--- src/rtl/uart_param_if.sv ---
// Bus-side bundle of the uart_param block.
// master: register wrapper; slave: the UART.
interface uart_param_if #(
  parameter int DATA_BITS = 8
);
  logic                 tx_valid;
  logic                 tx_ready;
  logic [DATA_BITS-1:0] tx_data;
  logic                 rx_valid;
  logic [DATA_BITS-1:0] rx_data;
  logic                 rx_parity_error;
  logic                 rx_frame_error;
  logic                 rx_break;

  modport master (
    output tx_valid,
    output tx_data,
    input  tx_ready,
    input  rx_valid,
    input  rx_data,
    input  rx_parity_error,
    input  rx_frame_error,
    input  rx_break
  );

  modport slave (
    input  tx_valid,
    input  tx_data,
    output tx_ready,
    output rx_valid,
    output rx_data,
    output rx_parity_error,
    output rx_frame_error,
    output rx_break
  );
endinterface

--- src/rtl/uart_param.sv ---
// Parametrised full-duplex UART: clk/rst, baud_div, rx/tx pins,
// status is_receiving/is_transmitting, bus = tx/rx handshake.
module uart_param #(
  parameter int DATA_BITS  = 8,
  parameter int PARITY     = 0,
  parameter int STOP_BITS  = 1,
  parameter int OVERSAMPLE = 16,
  parameter int DIV_WIDTH  = 16
) (
  input  logic                 clk,
  input  logic                 rst,
  input  logic [DIV_WIDTH-1:0] baud_div,
  input  logic                 rx,
  output logic                 tx,
  output logic                 is_receiving,
  output logic                 is_transmitting,
  uart_param_if.slave          bus
);

  localparam int M   = OVERSAMPLE / 2;
  localparam int TCW = $clog2(STOP_BITS * OVERSAMPLE + 1);
  localparam int BCW = $clog2(DATA_BITS);

  localparam logic [TCW-1:0] T_LAST = TCW'(OVERSAMPLE - 1);
  localparam logic [TCW-1:0] T_PRE  = TCW'(M - 1);
  localparam logic [TCW-1:0] T_MID  = TCW'(M);
  localparam logic [TCW-1:0] T_DEC  = TCW'(M + 1);
  localparam logic [TCW-1:0] T_STOP =
    TCW'(STOP_BITS * OVERSAMPLE - 1);
  localparam logic [BCW-1:0] B_LAST = BCW'(DATA_BITS - 1);

  localparam logic PAR_EN  = (PARITY != 0);
  localparam logic PAR_ODD = (PARITY == 2);

  // ---------------- tick generator ----------------
  logic [DIV_WIDTH-1:0] div_q, div_d;
  logic                 tick;

  assign tick  = (div_q == '0);
  assign div_d = tick ? baud_div : div_q - DIV_WIDTH'(1);

  always_ff @(posedge clk) begin
    if (!rst) div_q <= baud_div;
    else      div_q <= div_d;
  end

  // ---------------- rx synchroniser ----------------
  logic sync1_q, rxs_q;

  always_ff @(posedge clk) begin
    if (!rst) begin
      sync1_q <= 1'b1;
      rxs_q   <= 1'b1;
    end else begin
      sync1_q <= rx;
      rxs_q   <= sync1_q;
    end
  end

  // ---------------- receiver ----------------
  typedef enum logic [2:0] {
    RX_IDLE, RX_START, RX_DATA, RX_PAR, RX_STOP, RX_BRK
  } rx_st_e;

  rx_st_e               rx_st_q, rx_st_d;
  logic [TCW-1:0]       rx_tc_q, rx_tc_d, rx_tcn;
  logic [1:0]           rx_vt_q, rx_vt_d;
  logic [DATA_BITS-1:0] rx_sh_q, rx_sh_d;
  logic [DATA_BITS-1:0] rx_data_q, rx_data_d;
  logic [BCW-1:0]       rx_bc_q, rx_bc_d;
  logic                 rx_pb_q, rx_pb_d;
  logic                 rx_valid_q, rx_valid_d;
  logic                 rx_perr_q, rx_perr_d;
  logic                 rx_ferr_q, rx_ferr_d;
  logic                 rx_brk_q, rx_brk_d;
  logic                 rx_maj, rx_exp, rx_zero;

  // rx_tc counts ticks since start detection, modulo OVERSAMPLE
  assign rx_tcn = (rx_tc_q == T_LAST) ? '0 : rx_tc_q + TCW'(1);
  // two earlier votes plus the live sample at the decision tick
  assign rx_maj = (rx_vt_q[0] & rx_vt_q[1]) |
                  (rx_vt_q[0] & rxs_q) |
                  (rx_vt_q[1] & rxs_q);
  assign rx_exp  = PAR_ODD ? ~^rx_sh_q : ^rx_sh_q;
  assign rx_zero = (rx_sh_q == '0) && !(PAR_EN && rx_pb_q);

  always_comb begin
    rx_st_d    = rx_st_q;
    rx_tc_d    = rx_tc_q;
    rx_vt_d    = rx_vt_q;
    rx_sh_d    = rx_sh_q;
    rx_bc_d    = rx_bc_q;
    rx_pb_d    = rx_pb_q;
    rx_data_d  = rx_data_q;
    rx_perr_d  = rx_perr_q;
    rx_ferr_d  = rx_ferr_q;
    rx_brk_d   = rx_brk_q;
    rx_valid_d = 1'b0;
    unique case (rx_st_q)
      RX_IDLE: begin
        if (tick && !rxs_q) begin
          rx_st_d = RX_START;
          rx_tc_d = '0;
        end
      end
      RX_BRK: begin
        if (tick && rxs_q) rx_st_d = RX_IDLE;
      end
      default: begin
        if (tick) begin
          rx_tc_d = rx_tcn;
          if (rx_tcn == T_PRE) rx_vt_d[0] = rxs_q;
          if (rx_tcn == T_MID) rx_vt_d[1] = rxs_q;
          if (rx_tcn == T_DEC) begin
            case (rx_st_q)
              RX_START: begin
                rx_bc_d = '0;
                rx_st_d = rx_maj ? RX_IDLE : RX_DATA;
              end
              RX_DATA: begin
                rx_sh_d = {rx_maj, rx_sh_q[DATA_BITS-1:1]};
                if (rx_bc_q == B_LAST)
                  rx_st_d = PAR_EN ? RX_PAR : RX_STOP;
                else
                  rx_bc_d = rx_bc_q + BCW'(1);
              end
              RX_PAR: begin
                rx_pb_d = rx_maj;
                rx_st_d = RX_STOP;
              end
              RX_STOP: begin
                rx_valid_d = 1'b1;
                rx_data_d  = rx_sh_q;
                rx_perr_d  = PAR_EN && (rx_pb_q != rx_exp);
                rx_ferr_d  = !rx_maj;
                rx_brk_d   = !rx_maj && rx_zero;
                rx_st_d    = rx_brk_d ? RX_BRK : RX_IDLE;
              end
              default: ;
            endcase
          end
        end
      end
    endcase
  end

  always_ff @(posedge clk) begin
    if (!rst) begin
      rx_st_q    <= RX_IDLE;
      rx_tc_q    <= '0;
      rx_vt_q    <= 2'b11;
      rx_sh_q    <= '0;
      rx_bc_q    <= '0;
      rx_pb_q    <= 1'b0;
      rx_data_q  <= '0;
      rx_perr_q  <= 1'b0;
      rx_ferr_q  <= 1'b0;
      rx_brk_q   <= 1'b0;
      rx_valid_q <= 1'b0;
    end else begin
      rx_st_q    <= rx_st_d;
      rx_tc_q    <= rx_tc_d;
      rx_vt_q    <= rx_vt_d;
      rx_sh_q    <= rx_sh_d;
      rx_bc_q    <= rx_bc_d;
      rx_pb_q    <= rx_pb_d;
      rx_data_q  <= rx_data_d;
      rx_perr_q  <= rx_perr_d;
      rx_ferr_q  <= rx_ferr_d;
      rx_brk_q   <= rx_brk_d;
      rx_valid_q <= rx_valid_d;
    end
  end

  // ---------------- transmitter ----------------
  typedef enum logic [2:0] {
    TX_IDLE, TX_ALIGN, TX_START, TX_DATA, TX_PAR, TX_STOP
  } tx_st_e;

  tx_st_e               tx_st_q, tx_st_d;
  logic [TCW-1:0]       tx_tc_q, tx_tc_d;
  logic [BCW-1:0]       tx_bc_q, tx_bc_d;
  logic [DATA_BITS-1:0] tx_sh_q, tx_sh_d;
  logic                 tx_par_q, tx_par_d;
  logic                 tx_q, tx_d;
  logic                 tx_bit_end;

  assign tx_bit_end = (tx_tc_q == T_LAST);

  always_comb begin
    tx_st_d  = tx_st_q;
    tx_tc_d  = tx_tc_q;
    tx_bc_d  = tx_bc_q;
    tx_sh_d  = tx_sh_q;
    tx_par_d = tx_par_q;
    tx_d     = tx_q;
    unique case (tx_st_q)
      TX_IDLE: begin
        if (bus.tx_valid) begin
          tx_sh_d  = bus.tx_data;
          tx_par_d = PAR_ODD ? ~^bus.tx_data : ^bus.tx_data;
          tx_st_d  = TX_ALIGN;
        end
      end
      TX_ALIGN: begin
        // start bit edge lands on the tick grid
        if (tick) begin
          tx_d    = 1'b0;
          tx_tc_d = '0;
          tx_st_d = TX_START;
        end
      end
      TX_START: begin
        if (tick) begin
          tx_tc_d = tx_tc_q + TCW'(1);
          if (tx_bit_end) begin
            tx_tc_d = '0;
            tx_bc_d = '0;
            tx_d    = tx_sh_q[0];
            tx_st_d = TX_DATA;
          end
        end
      end
      TX_DATA: begin
        if (tick) begin
          tx_tc_d = tx_tc_q + TCW'(1);
          if (tx_bit_end) begin
            tx_tc_d = '0;
            if (tx_bc_q == B_LAST) begin
              tx_st_d = PAR_EN ? TX_PAR : TX_STOP;
              tx_d    = PAR_EN ? tx_par_q : 1'b1;
            end else begin
              tx_bc_d = tx_bc_q + BCW'(1);
              tx_sh_d = tx_sh_q >> 1;
              tx_d    = tx_sh_q[1];
            end
          end
        end
      end
      TX_PAR: begin
        if (tick) begin
          tx_tc_d = tx_tc_q + TCW'(1);
          if (tx_bit_end) begin
            tx_tc_d = '0;
            tx_d    = 1'b1;
            tx_st_d = TX_STOP;
          end
        end
      end
      TX_STOP: begin
        // all stop bits timed as one long high period
        if (tick) begin
          tx_tc_d = tx_tc_q + TCW'(1);
          if (tx_tc_q == T_STOP) tx_st_d = TX_IDLE;
        end
      end
      default: ;
    endcase
  end

  always_ff @(posedge clk) begin
    if (!rst) begin
      tx_st_q  <= TX_IDLE;
      tx_tc_q  <= '0;
      tx_bc_q  <= '0;
      tx_sh_q  <= '0;
      tx_par_q <= 1'b0;
      tx_q     <= 1'b1;
    end else begin
      tx_st_q  <= tx_st_d;
      tx_tc_q  <= tx_tc_d;
      tx_bc_q  <= tx_bc_d;
      tx_sh_q  <= tx_sh_d;
      tx_par_q <= tx_par_d;
      tx_q     <= tx_d;
    end
  end

  // ---------------- outputs ----------------
  assign tx                  = tx_q;
  assign is_transmitting     = (tx_st_q != TX_IDLE);
  assign is_receiving        = (rx_st_q != RX_IDLE);
  assign bus.tx_ready        = (tx_st_q == TX_IDLE);
  assign bus.rx_valid        = rx_valid_q;
  assign bus.rx_data         = rx_data_q;
  assign bus.rx_parity_error = rx_perr_q;
  assign bus.rx_frame_error  = rx_ferr_q;
  assign bus.rx_break        = rx_brk_q;

endmodule

--- src/flat_wrapper.sv ---
// flat-port wrapper written by rule: the top's interface ports become plain ports
module uart_param_flat 
#(
  parameter int DATA_BITS  = 8,
  parameter int PARITY     = 0,
  parameter int STOP_BITS  = 1,
  parameter int OVERSAMPLE = 16,
  parameter int DIV_WIDTH  = 16
)
  (clk, rst, baud_div, rx, tx, is_receiving, is_transmitting, bus_tx_valid, bus_tx_data, bus_tx_ready, bus_rx_valid, bus_rx_data, bus_rx_parity_error, bus_rx_frame_error, bus_rx_break);
  uart_param_if #(.DATA_BITS(DATA_BITS)) bus_i ();
  input  logic clk;
  input  logic rst;
  input  logic [DIV_WIDTH-1:0] baud_div;
  input  logic rx;
  output logic tx;
  output logic is_receiving;
  output logic is_transmitting;
  input wire logic [$bits(bus_i.tx_valid)-1:0] bus_tx_valid;
  input wire logic [$bits(bus_i.tx_data)-1:0] bus_tx_data;
  output wire logic [$bits(bus_i.tx_ready)-1:0] bus_tx_ready;
  output wire logic [$bits(bus_i.rx_valid)-1:0] bus_rx_valid;
  output wire logic [$bits(bus_i.rx_data)-1:0] bus_rx_data;
  output wire logic [$bits(bus_i.rx_parity_error)-1:0] bus_rx_parity_error;
  output wire logic [$bits(bus_i.rx_frame_error)-1:0] bus_rx_frame_error;
  output wire logic [$bits(bus_i.rx_break)-1:0] bus_rx_break;
  assign bus_i.tx_valid = bus_tx_valid;
  assign bus_i.tx_data = bus_tx_data;
  assign bus_tx_ready = bus_i.tx_ready;
  assign bus_rx_valid = bus_i.rx_valid;
  assign bus_rx_data = bus_i.rx_data;
  assign bus_rx_parity_error = bus_i.rx_parity_error;
  assign bus_rx_frame_error = bus_i.rx_frame_error;
  assign bus_rx_break = bus_i.rx_break;
  uart_param #(.DATA_BITS(DATA_BITS), .PARITY(PARITY), .STOP_BITS(STOP_BITS), .OVERSAMPLE(OVERSAMPLE), .DIV_WIDTH(DIV_WIDTH)) u_core (.clk(clk), .rst(rst), .baud_div(baud_div), .rx(rx), .tx(tx), .is_receiving(is_receiving), .is_transmitting(is_transmitting), .bus(bus_i));
endmodule
--- config.mk ---
export PLATFORM = sky130hd
export DESIGN_NAME = uart_param_flat
export DESIGN_NICKNAME = d
export VERILOG_FILES = /design/src/rtl/uart_param_if.sv /design/src/rtl/uart_param.sv /design/src/flat_wrapper.sv
export SDC_FILE = /design/constraint.sdc
export NUM_CORES = 1
export LEC_CHECK = 0
export BUFFER_PORTS_ARGS = -buffer_cell sky130_fd_sc_hd__buf_4
export CAP_MARGIN = 20
export CORE_MARGIN = 2
export CORE_UTILIZATION = 55
export CTS_BUF_LIST = sky130_fd_sc_hd__clkbuf_4 sky130_fd_sc_hd__clkbuf_8 sky130_fd_sc_hd__clkbuf_16
export DETAILED_ROUTE_END_ITERATION = 7
export MAX_ROUTING_LAYER = met4
export PLACE_DENSITY_LB_ADDON = 0.15
export SYNTH_ARGS = -nofsm -noshare
export SYNTH_HDL_FRONTEND = slang
export SYNTH_SLANG_ARGS = --single-unit
--- constraint.sdc ---
create_clock -name clk -period 3 [get_ports clk]
set_input_delay 0.3 -clock clk [delete_from_list [all_inputs] [get_ports clk]]
set_output_delay 0.3 -clock clk [all_outputs]
set_load 0.01 [all_outputs]
==> summary.txt <==
Synthesis
  – Syn_nets: 467
  – Synth Cell Area: 3550 um2
  – Most used DFF post-synth: dfxtp_1
  – Syn_area_per_cell: roughly 8.3 um2
  – FF+latch count, synth: 70
  – FFs w/ async S/R, synth: 0%
  – Synth unique cells: 65
  – Synth Warn #: 0
  – EDFF count, synth: 0
  – Syn Inst Count: 429
  – Post-synthesis sequential area ratio: 39.5%

Floorplan
  – Die area: 7110 um2
  – Core region area: 6280 um2
  – Die W: 84.3 um
  – Initial Util: 56.5%
  – Row count: 29
  – Die span in y: between 80 and 90 um
  – # IOs: 44

Setup path
  – Largest fanout on the critical path: 9
  – WP data required: between 3000 and 4000 ps
  – Reg-to-Reg End: u_core.rx_bc_q[2]$_SDFFE_PN0P_
  – Worst R2R Setup Slack: slightly above 500 ps
  – Critical path buffers and inverters: 0
  – Kind of critical path: reg2reg
  – WP data arrival: 2770 ps
  – Critical Path Slowest Stage Cell: a2111oi_0
  – Worst r2r path cells: 5
  – Cell family with the largest share of critical-path delay: compound AO/OA/AOI/OAI gates
  – Crit end category: register
  – Worst r2r src: u_core.rx_tc_q[0]$_SDFFE_PN0P_
  – CP max stage delay: 790 ps
  – Kind of launch point of the worst setup path: register
  – Worst path cell trace: ha_1 -> or4b_4 -> a2111oi_0 -> nand4_1 -> a21oi_1

GRT
  – Global-route wire length before repair: 13400 um
  – Global routing usage on met3: 4.92%
  – Vias in the first global route: between 3000 and 4000
  – Met2 global-route usage: approximately 38%
  – Largest net degree at the start of global routing: 31
  – Initial antenna violation count: 0
  – Tot GR Track Use: a little under a quarter
  – Remaining Overflow, GRT: 0
  – Gr busiest metal: met2
  – Global routing met1 resource utilization: 29.3%

Routing
  – DR WL/cell: 14.1 um
  – Vias: 3189
  – Total Wirelength: 7720 um
  – Vias/cell: 5.82
  – Drt first-iter violations: around 160
  – DRC Markers: 0
  – Number of antenna-violating nets in the routed design: 0
  – DR pass1 iterations: 5

Cells and area
  – Most frequent cells in the layout: 70 x dfxtp_1, 61 x nand2_1, 51 x buf_4
  – Share of cells above drive strength 1: between 10% and 20%
  – Final #Nets: 504
  – Design area: 4120 um2
  – Ant. Diodes: 0
  – Area delta synth->final: 15.9%
  – Most common cell after layout, fill and taps aside: dfxtp_1
  – # fillers: roughly 560

STA
  – Maximum clock rate: around 400 MHz
  – Final period utilization: 82.9%
  – Slew Limit Fails: 0
  – Rel. slew slack: between 40% and 50%
  – Final setup violation count: 0
  – Total negative slack: 0 ps
  – Tightest Pin Transition: 873 ps
  – Worst hold slack: 133 ps
  – Fin crit period: around 2500 ps
  – RSZ-0062 raised after global routing: false
  – Final hold violation count: 0
  – Setup Skew: 8.72 ps

Placement
  – IO buf count: 42
  – Dpl hpwl: roughly 5400 um
  – Area post-placement: 3910 um2
  – Routability cong.: 0.876

CTS
  – CTS max path bufs: 2
  – CTS Root Cell: clkbuf_8
  – Post-CTS Setup Repair Bufs: 0
  – CTS clk-pin slew, worst paths: 80 ps
  – H-tree depth: 3
  – Hold buffer count at cts: 0
  – Sink Count: 70
  – Post-CTS sizing: 0
  – CTS Buf Count: 9
  – CTS tree: built
  – Clock Latency Late Sink: 350 ps

Worst hold path
  – Hold Startpoint: baud_div[1]
  – Hold endpoint: u_core.div_q[1]$_DFF_P_
  – Hold depth: 3
  – Min-Delay Path Class: in2reg

Power
  – Leak: 0.00168 uW
  – PD cells: 482 nW/um2
  – Worst vdd ir: roughly 340 uV

Outcome
  – Status: complete, no violations

Job
  – Number of max-cap violations: 0
-- registers in the layout, summed over array words and instances, names as in the netlist --
name / flops
u_core.div_q: 16
u_core.bus.rx_data: 8
u_core.rx_sh_q: 8
u_core.tx_sh_q: 8
u_core.rx_tc_q: 5
u_core.tx_tc_q: 5
u_core.rx_bc_q: 3
u_core.rx_st_q: 3
u_core.tx_bc_q: 3
u_core.tx_st_q: 3
u_core.rx_vt_q: 2
u_core.bus.rx_break: 1
u_core.bus.rx_frame_error: 1
u_core.bus.rx_valid: 1
u_core.rxs_q: 1
u_core.sync1_q: 1
u_core.tx: 1
-- stage by stage --
stage | utilization, % | power, uW | setup WS [ps] | instances
2_1_floorplan | - | 1160 | 751 | 429
3_3_place_gp | 62.3 | 1220 | 716 | 532
3_5_place_dp | 62.3 | 1220 | 608 | 532
4_1_cts | 65.6 | 2000 | 571 | 548
5_1_grt | 65.6 | 2080 | 406 | 548
6_report | 65.6 | 1980 | 514 | 548
-- worst max path at each step --
| stage | startpoint | endpoint | slack [ps] | depth (start not counted) |
|---|---|---|---|---|
| floorplan | u_core.rx_tc_q[0]$_SDFFE_PN0P_ | u_core.rx_sh_q[7]$_SDFFE_PN0P_ | 750 | 8 |
| global placement | u_core.rx_tc_q[0]$_SDFFE_PN0P_ | u_core.rx_sh_q[7]$_SDFFE_PN0P_ | 720 | 7 |
| detailed placement | u_core.rx_tc_q[0]$_SDFFE_PN0P_ | u_core.rx_bc_q[2]$_SDFFE_PN0P_ | 610 | 5 |
| CTS | u_core.rx_tc_q[0]$_SDFFE_PN0P_ | u_core.rx_bc_q[2]$_SDFFE_PN0P_ | 570 | 5 |
| global route | u_core.rx_tc_q[0]$_SDFFE_PN0P_ | u_core.rx_bc_q[2]$_SDFFE_PN0P_ | 410 | 5 |
| finish | u_core.rx_tc_q[0]$_SDFFE_PN0P_ | u_core.rx_bc_q[2]$_SDFFE_PN0P_ | 510 | 5 |
-- cell families after synthesis --
| kind of cell | Yosys count | share of synthesized area (%) |
|---|---|---|
| xor+xnor | 18 | 4.44 |
| buf+inv | 36 | 4.44 |
| fa+ha+maj | 10 | 3.52 |
| flops | 70 | 39.5 |
| simple gates | 187 | 26.6 |
| compound gates | 96 | 18.3 |
| other cells | 1 | 0.106 |
| mux | 11 | 3.10 |
-- synth_stat cells (2+ instances only) --
cell / count / area share, %
a21boi_0: 2 / 0.42
a21o_1: 3 / 0.63
a21oi_1: 30 / 4.2
a311oi_1: 8 / 2.0
a31oi_1: 5 / 0.88
and3_1: 2 / 0.35
and4_1: 2 / 0.49
buf_2: 3 / 0.42
buf_6: 2 / 0.63
clkbuf_1: 19 / 2.0
dfxtp_1: 70 / 39
ha_1: 10 / 3.5
inv_1: 11 / 1.2
mux2i_1: 11 / 3.1
nand2_1: 61 / 6.5
nand2b_1: 8 / 1.4
nand3_1: 27 / 3.8
nand3b_1: 2 / 0.42
nand4_1: 4 / 0.70
nand4b_1: 2 / 0.49
nor2_1: 38 / 4.0
nor2b_1: 2 / 0.35
nor3_1: 9 / 1.3
nor3_2: 2 / 0.56
nor3b_1: 2 / 0.42
nor4_1: 4 / 0.70
nor4_2: 2 / 0.70
nor4b_1: 2 / 0.49
o21a_1: 2 / 0.42
o21ai_0: 24 / 3.4
o31ai_1: 2 / 0.42
or2_2: 3 / 0.53
or3_1: 6 / 1.1
or4_1: 2 / 0.42
xnor2_1: 9 / 2.2
xor2_1: 9 / 2.2
-- worst min-delay path: cells and delay by family --
| family | cells | cell delay, ps |
|---|---|---|
| buffers and inverters | 1 | 80 |
| AOI/OAI and AO/OA | 1 | 50 |
| and+or+nand+nor | 1 | 30 |
-- cell type report --
class / count / area (um2) / share of cell area (%)
clock inverter: 7 / 78.8 / 1.92
inverter: 11 / 41.3 / 1.00
multi-input combinational: 323 / 1990 / 48.4
clock buffer: 9 / 124 / 3.01
timing repair buffer: 51 / 383 / 9.30
tap: 77 / 96.3 / 2.34
sequential: 70 / 1400 / 34.1
-- power by group --
group	switching [uW]	internal, uW	leakage, uW
registers	45.8	968	0.000572
clock network	387	394	0.000105
logic	100	89.4	0.00100
-- layer usage --
layer / vias to the layer above / routed length [um] / share of wire [%]
li1: 1606 / - / -
met1: 1473 / 3460 / 45
met2: 99 / 3740 / 49
met3: 11 / 410 / 5.3
met4: 0 / 101 / 1.3
met5: - / 0 / 0
(Power assumes the default switching activity.)
